--- src/rtl/xbar_pkg.sv ---
// ============================================================================
//  Package   : xbar_pkg
//  Purpose   : Shared crossbar R-channel types, response codes and ID decode.
//  Revision  : 1.0
// ============================================================================
`default_nettype none

package xbar_pkg;

    localparam int XBAR_ID_W      = 4;
    localparam int XBAR_DATA_W    = 32;
    localparam int XBAR_ID_MAX_W  = 64;

    localparam logic [1:0] RESP_OKAY   = 2'b00;
    localparam logic [1:0] RESP_EXOKAY = 2'b01;
    localparam logic [1:0] RESP_SLVERR = 2'b10;
    localparam logic [1:0] RESP_DECERR = 2'b11;

    typedef struct packed {
        logic [XBAR_ID_W-1:0]   id;
        logic [XBAR_DATA_W-1:0] data;
        logic [1:0]             resp;
        logic                   last;
    } r_beat_t;

    // Destination master lives in the top mdw bits of an id_w-bit ID.
    function automatic logic [XBAR_ID_MAX_W-1:0] dest_of(
        input logic [XBAR_ID_MAX_W-1:0] id,
        input int                       id_w,
        input int                       mdw
    );
        logic [XBAR_ID_MAX_W-1:0] mask;
        mask = (XBAR_ID_MAX_W'(1) << mdw) - XBAR_ID_MAX_W'(1);
        return (id >> (id_w - mdw)) & mask;
    endfunction

endpackage

`default_nettype wire

--- src/rtl/return_fifo_storage.sv ---
// ============================================================================
//  Module    : return_fifo_storage
//  Purpose   : DEPTH x W register file, one write port, one async read port.
//  Revision  : 1.0
// ============================================================================
`default_nettype none

module return_fifo_storage #(
    parameter  int DEPTH = 4,
    parameter  int W     = 39,
    localparam int PW    = $clog2(DEPTH)
) (
    input  logic          ACLK,
    input  logic          ARESETn,
    input  logic          wr_en,
    input  logic [PW-1:0] wr_addr,
    input  logic [W-1:0]  wr_data,
    input  logic [PW-1:0] rd_addr,
    output logic [W-1:0]  rd_data
);

    logic [W-1:0] mem_q [DEPTH];
    logic [W-1:0] mem_d [DEPTH];

    always_comb begin
        for (int i = 0; i < DEPTH; i++) begin
            mem_d[i] = mem_q[i];
        end
        if (wr_en) begin
            mem_d[wr_addr] = wr_data;
        end
    end

    // Clearing contents keeps the head fields at zero after any reset.
    always_ff @(posedge ACLK) begin
        for (int i = 0; i < DEPTH; i++) begin
            if (!ARESETn) begin
                mem_q[i] <= '0;
            end else begin
                mem_q[i] <= mem_d[i];
            end
        end
    end

    assign rd_data = mem_q[rd_addr];

endmodule

`default_nettype wire

--- src/rtl/slave_return_fifo.sv ---
// ============================================================================
//  Module    : slave_return_fifo
//  Purpose   : Per-slave R-channel return buffer with destination decode.
//              Optional level/almost_full outputs under RETURN_FIFO_LEVEL_EN.
//  Revision  : 1.0
// ============================================================================
`default_nettype none

module slave_return_fifo
    import xbar_pkg::*;
#(
    parameter  int masters = 2,
    parameter  int DEPTH   = 4,
    parameter  int ID_W    = 4,
    parameter  int DATA_W  = 32,
    localparam int MDW     = $clog2(masters),
    localparam int PW      = $clog2(DEPTH)
) (
    input  logic              ACLK,
    input  logic              ARESETn,
    input  logic              s_rvalid,
    output logic              s_rready,
    input  logic [ID_W-1:0]   s_rid,
    input  logic [DATA_W-1:0] s_rdata,
    input  logic [1:0]        s_rresp,
    input  logic              s_rlast,
    output logic              fifo_empty,
    output logic [MDW-1:0]    fifo_master_dest,
    output logic [ID_W-1:0]   head_id,
    output logic [DATA_W-1:0] head_data,
    output logic [1:0]        head_resp,
    output logic              head_last,
    input  logic [masters-1:0] pop_vec
`ifdef RETURN_FIFO_LEVEL_EN
    ,
    output logic [PW:0]       level,
    output logic              almost_full
`endif
);

    localparam int PTR_W  = PW + 1;
    localparam int BEAT_W = ID_W + DATA_W + 3;

    logic [PTR_W-1:0]  wr_ptr_q, wr_ptr_d;
    logic [PTR_W-1:0]  rd_ptr_q, rd_ptr_d;
    logic              s_rready_q, s_rready_d;
    logic              push, pop, full_next;
    logic [BEAT_W-1:0] head_beat;

    assign fifo_empty = (wr_ptr_q == rd_ptr_q);
    assign push       = s_rvalid & s_rready_q;
    assign pop        = (|pop_vec) & ~fifo_empty;

    always_comb begin
        wr_ptr_d   = wr_ptr_q + PTR_W'(push);
        rd_ptr_d   = rd_ptr_q + PTR_W'(pop);
        // Full when indices match but the wrap bits differ.
        full_next  = (wr_ptr_d[PW] != rd_ptr_d[PW]) &&
                     (wr_ptr_d[PW-1:0] == rd_ptr_d[PW-1:0]);
        s_rready_d = ~full_next;
    end

    always_ff @(posedge ACLK) begin
        if (!ARESETn) begin
            wr_ptr_q   <= '0;
            rd_ptr_q   <= '0;
            s_rready_q <= 1'b0;
        end else begin
            wr_ptr_q   <= wr_ptr_d;
            rd_ptr_q   <= rd_ptr_d;
            s_rready_q <= s_rready_d;
        end
    end

    assign s_rready = s_rready_q;

    return_fifo_storage #(
        .DEPTH (DEPTH),
        .W     (BEAT_W)
    ) u_storage (
        .ACLK    (ACLK),
        .ARESETn (ARESETn),
        .wr_en   (push),
        .wr_addr (wr_ptr_q[PW-1:0]),
        .wr_data ({s_rid, s_rdata, s_rresp, s_rlast}),
        .rd_addr (rd_ptr_q[PW-1:0]),
        .rd_data (head_beat)
    );

    assign {head_id, head_data, head_resp, head_last} = head_beat;
    assign fifo_master_dest = MDW'(dest_of(XBAR_ID_MAX_W'(head_id), ID_W, MDW));

`ifdef RETURN_FIFO_LEVEL_EN
    logic [PTR_W-1:0] level_q, level_d;

    always_comb begin
        level_d = wr_ptr_d - rd_ptr_d;
    end

    always_ff @(posedge ACLK) begin
        if (!ARESETn) begin
            level_q <= '0;
        end else begin
            level_q <= level_d;
        end
    end

    assign level       = level_q;
    assign almost_full = (level_q >= PTR_W'(DEPTH - 1));
`endif

    // Only the master named by the head beat may drain it.
    a_pop_onehot : assert property (@(posedge ACLK) disable iff (!ARESETn)
        !fifo_empty |-> ((pop_vec == '0) ||
                         (pop_vec == (masters'(1) << fifo_master_dest))));

endmodule

`default_nettype wire

--- config.mk ---
export PLATFORM = sky130hd
export DESIGN_NAME = slave_return_fifo
export DESIGN_NICKNAME = d
export VERILOG_FILES = /design/src/rtl/xbar_pkg.sv /design/src/rtl/return_fifo_storage.sv /design/src/rtl/slave_return_fifo.sv
export SDC_FILE = /design/constraint.sdc
export NUM_CORES = 1
export LEC_CHECK = 0
export ABC_AREA = 1
export BUFFER_PORTS_ARGS = -buffer_cell sky130_fd_sc_hd__buf_2
export CORE_AREA = 2 2 130 132
export CTS_CLUSTER_DIAMETER = 40
export CTS_CLUSTER_SIZE = 28
export DETAILED_ROUTE_END_ITERATION = 7
export DIE_AREA = 0 0 132 134
export MAX_ROUTING_LAYER = met4
export PLACE_DENSITY = 0.69
export SLEW_MARGIN = 20
export SYNTH_ARGS = -nofsm -noshare
export SYNTH_HDL_FRONTEND = slang
export SYNTH_HIERARCHICAL = 1
export SYNTH_SLANG_ARGS = --single-unit
--- constraint.sdc ---
create_clock -name ACLK -period 3.6 [get_ports ACLK]
set_input_delay 0.54 -clock ACLK [delete_from_list [all_inputs] [get_ports ACLK]]
set_output_delay 0.54 -clock ACLK [all_outputs]
set_load 0.02 [all_outputs]
==> results.yml <==
global_route:
  antenna_found_initial: 0
  grt_overflow: 0
  grtUsageTotal: 0.215
  grt_start_max_net_pins: 79
  grt_pass1_vias: 6476
  grt_pass1_wl_um: 30400
floorplanning:
  fp-row-count: 47
  dieArea_mm2: 0.0177
  start_util: 0.493
  pin_count: 86
  core_mm2: 0.0163
  fp.dieH_um: 134
  die_w_um: 132
timing:
  fin_tns_setup_ps: 0
  timing.hold.ws_ps: 379
  hold_viol: 0
  slew_headroom: 0.398
  min_period_ps: 2720
  rsz0062_at_grt: "false"
  drv_slew: 0
  period_share: 0.756
  clock_skew_ps: 12.6
  setup_viol: 0
  max_freq_mhz: 367
  tightest_slew_ps: 901
synthesis:
  yosys-top-cells-area: "dfxtp_1 (41%), nand2_1 (19%), nor2_1 (13%), inv_1 (8.0%), o211ai_1 (7.3%)"
  ys_types: 18
  syn_nets: 1332
  synth-seq-cells: 163
  yosys.area.top_type_share: 0.406
  synthCells: 1284
  yosysSeqAreaShare: 0.406
  synth_area_mm2: 0.00803
  synth_area_leader_cell: "dfxtp_1"
  ys_warn_count: 6
  syn_area_per_cell_um2: 6.26
clocking:
  numCtsBuffers: 17
  clockRootBuffer: "clkbuf_16"
  clock_path_buffers: 2
  cts_resized: 0
  cts_tree: "done"
  hold_buffers: 0
  post_cts_buffers: 0
  clock_latency_ps: 430
  cts.clk_slew.worst_paths_ps: 70
  clock_sinks: 163
  htreeDepth: 4
critical_path:
  worstPathMaxFanout: 71
  required_ps: 3060
  crit_arrival_ps: 2180
  critPathTopFamily: "flip-flops"
  path_cells: "buf_4 > nand2_1 > o211ai_1 > nand2_1 > buf_2"
  path_buf_inv: 2
  reg2reg_to: "s_rready"
  r2r_setup_slack_ps: 1380
  crit_path_end_kind: "primary output"
  worstSetupPathType: "flop to primary output"
  crit_path_max_incr_delay_ps: 810
  r2r-start: "rd_ptr_q[0]"
  slowest_stage: "dfxtp_4"
  path_common_cell: "nand2_1"
  crit_path_start_kind: "flop"
  rr_worst_depth: 11
min_path:
  worstHoldPathCells: 3
  min_to: "u_storage/mem_q[3][12]"
  min-delay-start: "s_rdata[9]"
  worstHoldPathType: "input pin to flop"
final_layout:
  syn2layout_area_growth_pct: 13.5
  drive_above_1_share: 0.104
  n_antenna_cell: 0
  nets: 1365
pwr:
  p_per_area_mw_per_mm2: 567
  irDropWorstVdd_mv: 0.371
  leakagePower_uw: 0.00492
job:
  drv_cap: 0
detailed_routing:
  drc: 0
  drt_iter0_drc: 566
  avgViaCountPerCell: 4.75
  firstDrtPassIters: 5
  avgRoutedWirePerCell_um: 11.7
  routed_wl_um: 18100
  vias: 7365
  drtAntennaViolNets: 0
status:
  status: "complete, no violations"
placement:
  io_buffers: 85
  gp_congestion: 0.742
  dp_hpwl_um: 10500
[placed cells by master (no fill, tap or decap), drive strengths merged]
master,count
a21oi,40
o211ai,78
clkbuf,23
xnor2,2
bufinv,3
clkinvlp,2
nand3,42
clkinv,4
nand2,417
nor2,280
xor2,1
ha,4
inv,173
buf,98
dfxtp,163
[state kept, by name, summed over array words and instances, names as in the netlist]
register,cells
rd_ptr_q,3
s_rready,1
u_storage/mem_q,156
wr_ptr_q,3
[layer usage]
layer  global-route usage  wire, um  vias to the layer above
li1                     -         -                     3940
met1                0.282      8990                     3264
met2                0.338      8170                      148
met3               0.0423       780                       13
met4               0.0634       150                        0
met5                    -         0                        -
[cell families (layout without fill, tap and decap cells)]
family                     Yosys count  in the layout  synth area share
buffers and inverters              257            303             0.132
and+or+nand+nor                    739            739             0.354
DFF                                163            163             0.406
AOI/OAI and AO/OA                  118            118            0.0983
adders and majority gates            4              4           0.00623
xor gates and xnor gates             3              3           0.00327
[where the power goes]
group / leakage, uW / internal (uW) / switching, uW
clock: 0.000305 / 1180 / 710
sequential: 0.00132 / 1880 / 98.2
combinational: 0.00329 / 436 / 870
[worst max-delay path by stage]
stage	from	to	slack (ps)	cells past startpoint
after floorplan	wr_ptr_q[0]	s_rready	1690	11
after global placement	rd_ptr_q[0]	head_data[2]	1360	5
after detailed placement	rd_ptr_q[0]	head_resp[0]	1340	5
after CTS	rd_ptr_q[0]	head_data[2]	890	5
after global routing	rd_ptr_q[0]	head_last	710	5
final	rd_ptr_q[0]	head_data[2]	880	5
[cell usage after synthesis]
cell	number
nand2_1	417
nor2_1	279
inv_1	172
dfxtp_1	163
o211ai_1	78
buf_2	40
a21oi_1	39
nand3_1	39
clkbuf_1	21
buf_4	12
buf_1	11
ha_1	4
nand3_2	3
xnor2_1	2
a21oi_2	1
inv_2	1
nor2_2	1
xor2_1	1
[worst min-delay path: cells and delay by family]
| kind | cells | cell delay, ps |
|---|---|---|
| buffers and inverters | 1 | 110 |
| and+or+nand+nor | 2 | 130 |
[area by class of cell]
class / instances / area, um2
clock inverters: 9 / 125
flip-flops and latches: 163 / 3270
clock buffers: 23 / 498
multi-input cells: 864 / 3710
inverters: 173 / 649
well taps: 220 / 275
repair buffers: 98 / 588
fillers: 1664 / 7170
[stage by stage]
step / utilization / total power, uW / worst slack [ps] / std cells / area [um2]
after floorplan: - / 2940 / 1690 / 1284 / 8030
after global placement: 0.522 / 3320 / 1360 / 1518 / 8500
after detailed placement: 0.522 / 3330 / 1340 / 1518 / 8500
after CTS: 0.560 / 5220 / 887 / 1550 / 9120
after global routing: 0.560 / 5440 / 709 / 1550 / 9120
final: 0.560 / 5170 / 878 / 1550 / 9120
Note: power is estimated with default switching activity, not from simulation.
